==> config.mk <==
export PLATFORM = sky130hd
export DESIGN_NAME = fifo_wr_sched
export DESIGN_NICKNAME = d
export VERILOG_FILES = /design/src/rtl/fifo_wr_sched_pkg.sv /design/src/rtl/rr_arb2.sv /design/src/rtl/fifo_wr_sched.sv
export SDC_FILE = /design/constraint.sdc
export NUM_CORES = 1
export LEC_CHECK = 0
export CELL_PAD_IN_SITES_DETAIL_PLACEMENT = 1
export CELL_PAD_IN_SITES_GLOBAL_PLACEMENT = 2
export CORE_MARGIN = 8
export CORE_UTILIZATION = 26
export CTS_CLUSTER_DIAMETER = 120
export DETAILED_ROUTE_END_ITERATION = 16
export PLACE_DENSITY = 0.81
export RECOVER_POWER = 50
export SYNTH_ARGS = -nofsm -noshare
export SYNTH_HDL_FRONTEND = slang
export SYNTH_SLANG_ARGS = --single-unit
==> constraint.sdc <==
create_clock -name CLK -period 1.9 [get_ports CLK]
set_input_delay 0.19 -clock CLK [delete_from_list [all_inputs] [get_ports CLK]]
set_output_delay 0.19 -clock CLK [all_outputs]
set_load 0.05 [all_outputs]
==> src/rtl/fifo_wr_sched_pkg.sv <==
// fifo_wr_sched_pkg -- shared state encoding and widths for the FIFO write scheduler.
// Rev 1.0
`default_nettype none

package fifo_wr_sched_pkg;

    localparam int DEFAULT_WIDTH = 8;
    localparam int BYTE_CNT_W    = 8;

    typedef enum logic [1:0] {
        ST_IDLE    = 2'd0,
        ST_RF_BYTE = 2'd1,
        ST_ALU_LO  = 2'd2,
        ST_ALU_HI  = 2'd3
    } state_t;

    function automatic logic is_byte_state(state_t s);
        return (s != ST_IDLE);
    endfunction

endpackage

`default_nettype wire

==> src/rtl/rr_arb2.sv <==
// rr_arb2 -- two-requester round-robin arbiter (RF vs ALU) with its priority flop.
// Rev 1.0
`default_nettype none

module rr_arb2 (
    input  logic clk,
    input  logic rst_n,
    input  logic en,
    input  logic req_rf,
    input  logic req_alu,
    output logic gnt_rf,
    output logic gnt_alu
);

    // alu_prio_q high means RF was granted last, so ALU wins a tie next time.
    logic alu_prio_q;
    logic alu_prio_d;

    always_comb begin
        gnt_rf     = 1'b0;
        gnt_alu    = 1'b0;
        alu_prio_d = alu_prio_q;
        if (en) begin
            if (req_rf && (!req_alu || !alu_prio_q)) begin
                gnt_rf     = 1'b1;
                alu_prio_d = 1'b1;
            end else if (req_alu) begin
                gnt_alu    = 1'b1;
                alu_prio_d = 1'b0;
            end
        end
    end

    always_ff @(posedge clk or negedge rst_n) begin
        if (!rst_n) begin
            alu_prio_q <= 1'b0;
        end else begin
            alu_prio_q <= alu_prio_d;
        end
    end

endmodule

`default_nettype wire

==> src/rtl/fifo_wr_sched.sv <==
// fifo_wr_sched -- serialises RF bytes and split ALU words into a FIFO write port.
// Rev 1.0
`default_nettype none

module fifo_wr_sched #(
    parameter int WIDTH = fifo_wr_sched_pkg::DEFAULT_WIDTH
) (
    input  logic                                    CLK,
    input  logic                                    RST,
    input  logic                                    RF_REQ,
    input  logic [WIDTH-1:0]                        RF_DATA,
    input  logic                                    ALU_REQ,
    input  logic [2*WIDTH-1:0]                      ALU_DATA,
    input  logic                                    FULL,
    output logic                                    RF_ACK,
    output logic                                    ALU_ACK,
    output logic                                    W_INC,
    output logic [WIDTH-1:0]                        WR_DATA,
    output logic [fifo_wr_sched_pkg::BYTE_CNT_W-1:0] BYTE_CNT,
    output logic                                    BUSY
);

    import fifo_wr_sched_pkg::*;

    state_t                  state_q, state_d;
    logic [2*WIDTH-1:0]      hold_q, hold_d;
    logic                    rf_ack_q, rf_ack_d;
    logic                    alu_ack_q, alu_ack_d;
    logic [BYTE_CNT_W-1:0]   cnt_q, cnt_d;
    logic                    w_inc;
    logic [WIDTH-1:0]        wr_data;
    logic                    gnt_rf, gnt_alu;

    rr_arb2 u_arb (
        .clk     (CLK),
        .rst_n   (RST),
        .en      (state_q == ST_IDLE),
        .req_rf  (RF_REQ),
        .req_alu (ALU_REQ),
        .gnt_rf  (gnt_rf),
        .gnt_alu (gnt_alu)
    );

    always_comb begin
        state_d   = state_q;
        hold_d    = hold_q;
        rf_ack_d  = 1'b0;
        alu_ack_d = 1'b0;
        wr_data   = '0;
        w_inc     = is_byte_state(state_q) && !FULL;
        cnt_d     = cnt_q;

        case (state_q)
            ST_IDLE: begin
                if (gnt_rf) begin
                    hold_d   = {{WIDTH{1'b0}}, RF_DATA};
                    rf_ack_d = 1'b1;
                    state_d  = ST_RF_BYTE;
                end else if (gnt_alu) begin
                    hold_d    = ALU_DATA;
                    alu_ack_d = 1'b1;
                    state_d   = ST_ALU_LO;
                end
            end
            ST_RF_BYTE: begin
                wr_data = hold_q[WIDTH-1:0];
                if (w_inc) state_d = ST_IDLE;
            end
            ST_ALU_LO: begin
                wr_data = hold_q[WIDTH-1:0];
                if (w_inc) state_d = ST_ALU_HI;
            end
            ST_ALU_HI: begin
                wr_data = hold_q[2*WIDTH-1:WIDTH];
                if (w_inc) state_d = ST_IDLE;
            end
            default: state_d = ST_IDLE;
        endcase

        if (w_inc) cnt_d = cnt_q + BYTE_CNT_W'(1);
    end

    always_ff @(posedge CLK or negedge RST) begin
        if (!RST) begin
            state_q   <= ST_IDLE;
            hold_q    <= '0;
            rf_ack_q  <= 1'b0;
            alu_ack_q <= 1'b0;
            cnt_q     <= '0;
        end else begin
            state_q   <= state_d;
            hold_q    <= hold_d;
            rf_ack_q  <= rf_ack_d;
            alu_ack_q <= alu_ack_d;
            cnt_q     <= cnt_d;
        end
    end

    assign RF_ACK   = rf_ack_q;
    assign ALU_ACK  = alu_ack_q;
    assign W_INC    = w_inc;
    assign WR_DATA  = wr_data;
    assign BYTE_CNT = cnt_q;
    assign BUSY     = (state_q != ST_IDLE);

endmodule

`default_nettype wire

# Yosys cells after proc, flatten, opt, wreduce, memory -nomap -nowiden
# Cells that the tools add are included.
# classes
add_sub_neg	1
n_eq_ne	6
mux	20
reduce_logical	15
# op_table
op	n
$mux 16	2
$pmux 8 s2	1
$mux 1	12
$add 8x1->8 const B	1
$mux 2	4
$pmux 2 s3	1
$reduce_bool 2->1	3
$eq 2x2->1 const B	2
$reduce_and 2->1	2
$reduce_or 2->1	2
$logic_not 1->1	3
$ne 3x3->1 const B	1
$reduce_and 3->1	1
$eq 2x1->1 const B	1
$logic_and 1x1->1	2
$logic_not 2->1	1
$ne 2x1->1 const B	1
$ne 2x2->1 const B	1
$logic_or 1x1->1	1
# totals
regBits	29

# Logic depth before layout (Yosys ltp)
# logic_depth
ltp_word	8
ltp_mapped	7
depth_no_buf	5

# Hierarchy
# Synthesis repeated with hierarchy kept, for this count alone.
# unflattened
hier_cells	131
area_unflattened_um2	1415.1
# by_module_without_submodules
mod	n_inst	cells_each	area_each_um2	seq_area_each_um2
fifo_wr_sched	1	123	1353.8	700.7
rr_arb2	1	8	61.3	25.0

# Least setup slack after synthesis
# Ideal clock, no wire load.
# synth_path
path_kind	register to register
from	reg state_q[0]
to	reg cnt_q[1] (netlist: BYTE_CNT[1])
arrival_ns	1.793
required_ns	1.775
slack_ns	-0.018
path_stages_with_launch	6
path_buffers	1
period_less_slack_ns	1.918
path_cell_list	dfrtp_1 inv_1 ha_1 clkbuf_1 nor2_2 mux2_2
# synth_between
elab_chain_len	2
# synth_rtl
element	line_no	rtl
start: declaration	fifo_wr_sched.sv:25	state_t state_q, state_d;
start signal: assignment	fifo_wr_sched.sv:91	state_q <= state_d;
$reduce_bool 2->1	fifo_wr_sched_pkg.sv:18	return (s != ST_IDLE);
$logic_and 1x1->1	fifo_wr_sched.sv:50	w_inc = is_byte_state(state_q) && !FULL;
net W_INC	fifo_wr_sched.sv:17	output logic W_INC,
end signal: assignment	fifo_wr_sched.sv:95	cnt_q <= cnt_d;
end: declaration	fifo_wr_sched.sv:29	logic [BYTE_CNT_W-1:0] cnt_q, cnt_d;
# The timed path passes the listed nets, and every way through them passes these cells.
# A chain may end at the register's enable or synchronous reset.

# Worst setup path after layout
# layout_path
from	reg cnt_q[0] (netlist: BYTE_CNT[0])
to	out BYTE_CNT[0] (netlist bit)
# layout_lines
element	line_no	rtl
end: declaration	fifo_wr_sched.sv:19	output logic [fifo_wr_sched_pkg::BYTE_CNT_W-1:0] BYTE_CNT,
# No word-level cell between the ends.

==> results.md <==
- Status: complete, no violations
- Count leader, synth: dfrtp_1
- DR vias/cell: 4.84
- Post-CTS setup buffers: 0
- Core Region: 5170 um2
- Main combinational cell family by area after synthesis: compound AO/OA/AOI/OAI gates
- Die W: 89.4 um
- Hold Path Class: register to register
- Reg2Reg Capture Point: state_q[0]$_DFFE_PN0P_
- Worst Setup Path Type: register to output port
- CTS H-tree lvls: 2
- Slew headroom: 52.1%
- RSZ-0062 raised after global routing: false
- Setup WS pre-CTS: 46.5 ps
- Gpl congestion: 0.779
- # diodes: 0
- Fin worst setup slack: 148 ps
- CP bufs+invs: 1
- Setup violators final: 0
- Sink Count: 29
- Largest net degree at the start of global routing: 30
- Vias in the first global route: 1408
- Num rows: 26
- Die height: 89.4 um
- Netlist Area Pre-Place: 1400 um2
- CTS tree: yes
- Final Slew Violations: 0
- Share of post-route cells with drive strength above 1: 15.0%
- Filler instances: 579
- Period utilisation layout: 92.2%
- Max VDD drop: 0.606 mV
- Final hold vios: 0
- Dpl hpwl: 3200 um
- Via count: 1273
- DR WL/cell: 15.9 um
- Leading area contributor after synthesis: dfrtp_1
- Initial antenna violation count: 0
- Max cap viols: 0
- Worst slew pin tran: 718 ps
- Worst R2R Setup Slack: 200 ps
- Hold path depth: 1
- Ys flop type: dfrtp_1
- Worst path top cell family by delay: buffers and inverters
- Worst hold path endpoint: BYTE_CNT[7]$_DFFE_PN0P_
- Global-route wire length before repair: 6810 um
- Sequential share of the synthesized area: 51.7%
- Dpl cells: 255
- Final Non-Filler Cells: 263
- Post-DRT Antenna Nets: 0
- Die ar.: 8000 um2
- Post-Synth XOR/XNOR Area: 4.37%
- CP max FO: 6
- Max clock buf depth: 2
- EDFF count, synth: 0
- Yosys reg bits: 29
- I/O pin cnt: 49
- Reg2Reg Launch Point: state_q[0]$_DFFE_PN0P_
- Num CTS Buffers: 5
- Yosys top cell area share: 51.7%
- Syn_nets: 172
- Clock slew seen by the registers of the worst setup and hold paths: 60 ps
- Post-Syn Instances: 138
- Worst EP required: 1710 ps
- Root Buffer: clkbuf_8
- Final TNS setup: 0 ps
- Total of warnings raised by yosys: 0
- Layout Skew: 1.79 ps
- Complex-gate fraction of the synthesized area: 20.4%
- Starting DRT DRC Count: 27
- Post-synthesis adder-cell area fraction: 4.46%
- Final wirelength: 4170 um
- Layout area overhead: 50.9%
- Async set-reset flop share out of synthesis: 100%
- Worst-Skew Late Latency: 280 ps
- Pwr dens: 1720 nW/um2
- Overflow after GRT: 0
- Syn_area_per_cell: 10.2 um2
- Min Tclk post-route: 1750 ps
- R2R depth: 5
- CP Launch Type: register
- Most frequent cells after synthesis: dfrtp_1, nor2_1, nand2_1
- Area after DPL: 1980 um2
- DRC errors left: 0
- Buffers on Ports: 48
- Max Clk Rate: 571 MHz
- Top cells by area, synth: dfrtp_1, a22o_1, nor2_1, ha_1, a22oi_1
- Post-route cell area: 2120 um2
- Hold path startpoint: BYTE_CNT[7]$_DFFE_PN0P_
- Synth cell types: 27
- Initial Util: 27.1%
- Post-synthesis mux area share: 0.803%
- CP max-delay cell: clkdlybuf4s50_1
- Layout Nets: 226
- Crit path DAT: 1560 ps
- Crit. End Element: output port
- Static Leak: 0.928 nW
- Critical path cell sequence: clkdlybuf4s50_1
- GRT Util Overall: 11.2%
- First drt pass iteration count: 4
- Max stage delay on crit path: 850 ps
- Simple-gate share of the synthesized area: 14.1%
-- report_power, final --
| part | switching (mW) | leakage [nW] | internal (mW) |
|---|---|---|---|
| logic | 1.15 | 0.502 | 0.719 |
| clock network | 0.236 | 0.0585 | 0.427 |
| registers | 0.226 | 0.368 | 0.890 |
| total | 1.61 | 0.928 | 2.04 |
-- state kept, by name, summed over array words and instances (netlist names) --
name              flops
RF_ACK                1
state_q               2
ALU_ACK               1
hold_q               16
BYTE_CNT              8
u_arb.alu_prio_q      1
-- cell families (layout without fill, tap and decap cells) --
| family | count (synthesis) | count (layout) |
|---|---|---|
| and+or+nand+nor | 43 | 43 |
| AOI/OAI and AO/OA | 40 | 40 |
| DFF | 29 | 29 |
| buffers and inverters | 13 | 68 |
| xor gates and xnor gates | 7 | 7 |
| adders and majority gates | 5 | 5 |
| muxes | 1 | 1 |
-- worst max path at each step --
stage / start / to / slack (ps) / cells past startpoint
6_report: BYTE_CNT[0]$_DFFE_PN0P_ / BYTE_CNT[0] / 150 / 1
5_1_grt: state_q[0]$_DFFE_PN0P_ / WR_DATA[5] / 70 / 5
4_1_cts: state_q[0]$_DFFE_PN0P_ / WR_DATA[3] / 10 / 5
3_5_place_dp: ALU_REQ / hold_q[0]$_DFFE_PN0P_ / 50 / 4
3_3_place_gp: ALU_REQ / hold_q[5]$_DFFE_PN0P_ / 180 / 4
2_1_floorplan: state_q[0]$_DFFE_PN0P_ / WR_DATA[0] / 40 / 5
-- cell usage in the layout, fill, tap and decap left out, types with 2 or more instances in the layout --
cell	n
a21oi_1	10
a22o_1	8
a22oi_1	8
and3_1	2
buf_4	14
buf_6	2
clkbuf_8	6
clkdlybuf4s50_1	37
dfrtp_1	29
ha_1	4
inv_1	4
nand2_1	11
nand3_1	2
nand4_1	5
nor2_1	17
o221ai_1	2
o31ai_1	8
or4_1	2
xnor2_1	6
-- cell type report --
type	count	area, um2	area share (%)
multi-input combinational	96	639	30.2
clock inverter	1	30.0	1.42
timing repair buffer	56	533	25.2
sequential	29	726	34.3
inverter	4	15.0	0.709
tap	70	87.6	4.14
clock buffer	7	86.3	4.08
-- through the flow --
| step | hold slack [ps] | total power [mW] | util (%) |
|---|---|---|---|
| floorplan | -106 | 2.28 | - |
| global placement | 462 | 2.87 | 38.3 |
| detailed placement | 472 | 2.94 | 38.3 |
| CTS | 316 | 3.62 | 40.5 |
| global route | 504 | 3.89 | 40.9 |
| finish | 474 | 3.65 | 40.9 |
-- metal layers --
metal	global-route usage, %	vias up	share of wire [%]
met5	0	-	0
li1	-	602	-
met1	13.9	626	47
met2	17.3	38	45
met4	6.50	0	2.3
met3	2.39	7	5.7
-- timing repair --
item | CTS | global route
gates resized for setup | 0 | 5
hold buffers | 0 | 0
endpoints found under the setup margin | 0 | 5
Power figures use the tool's default switching activity.
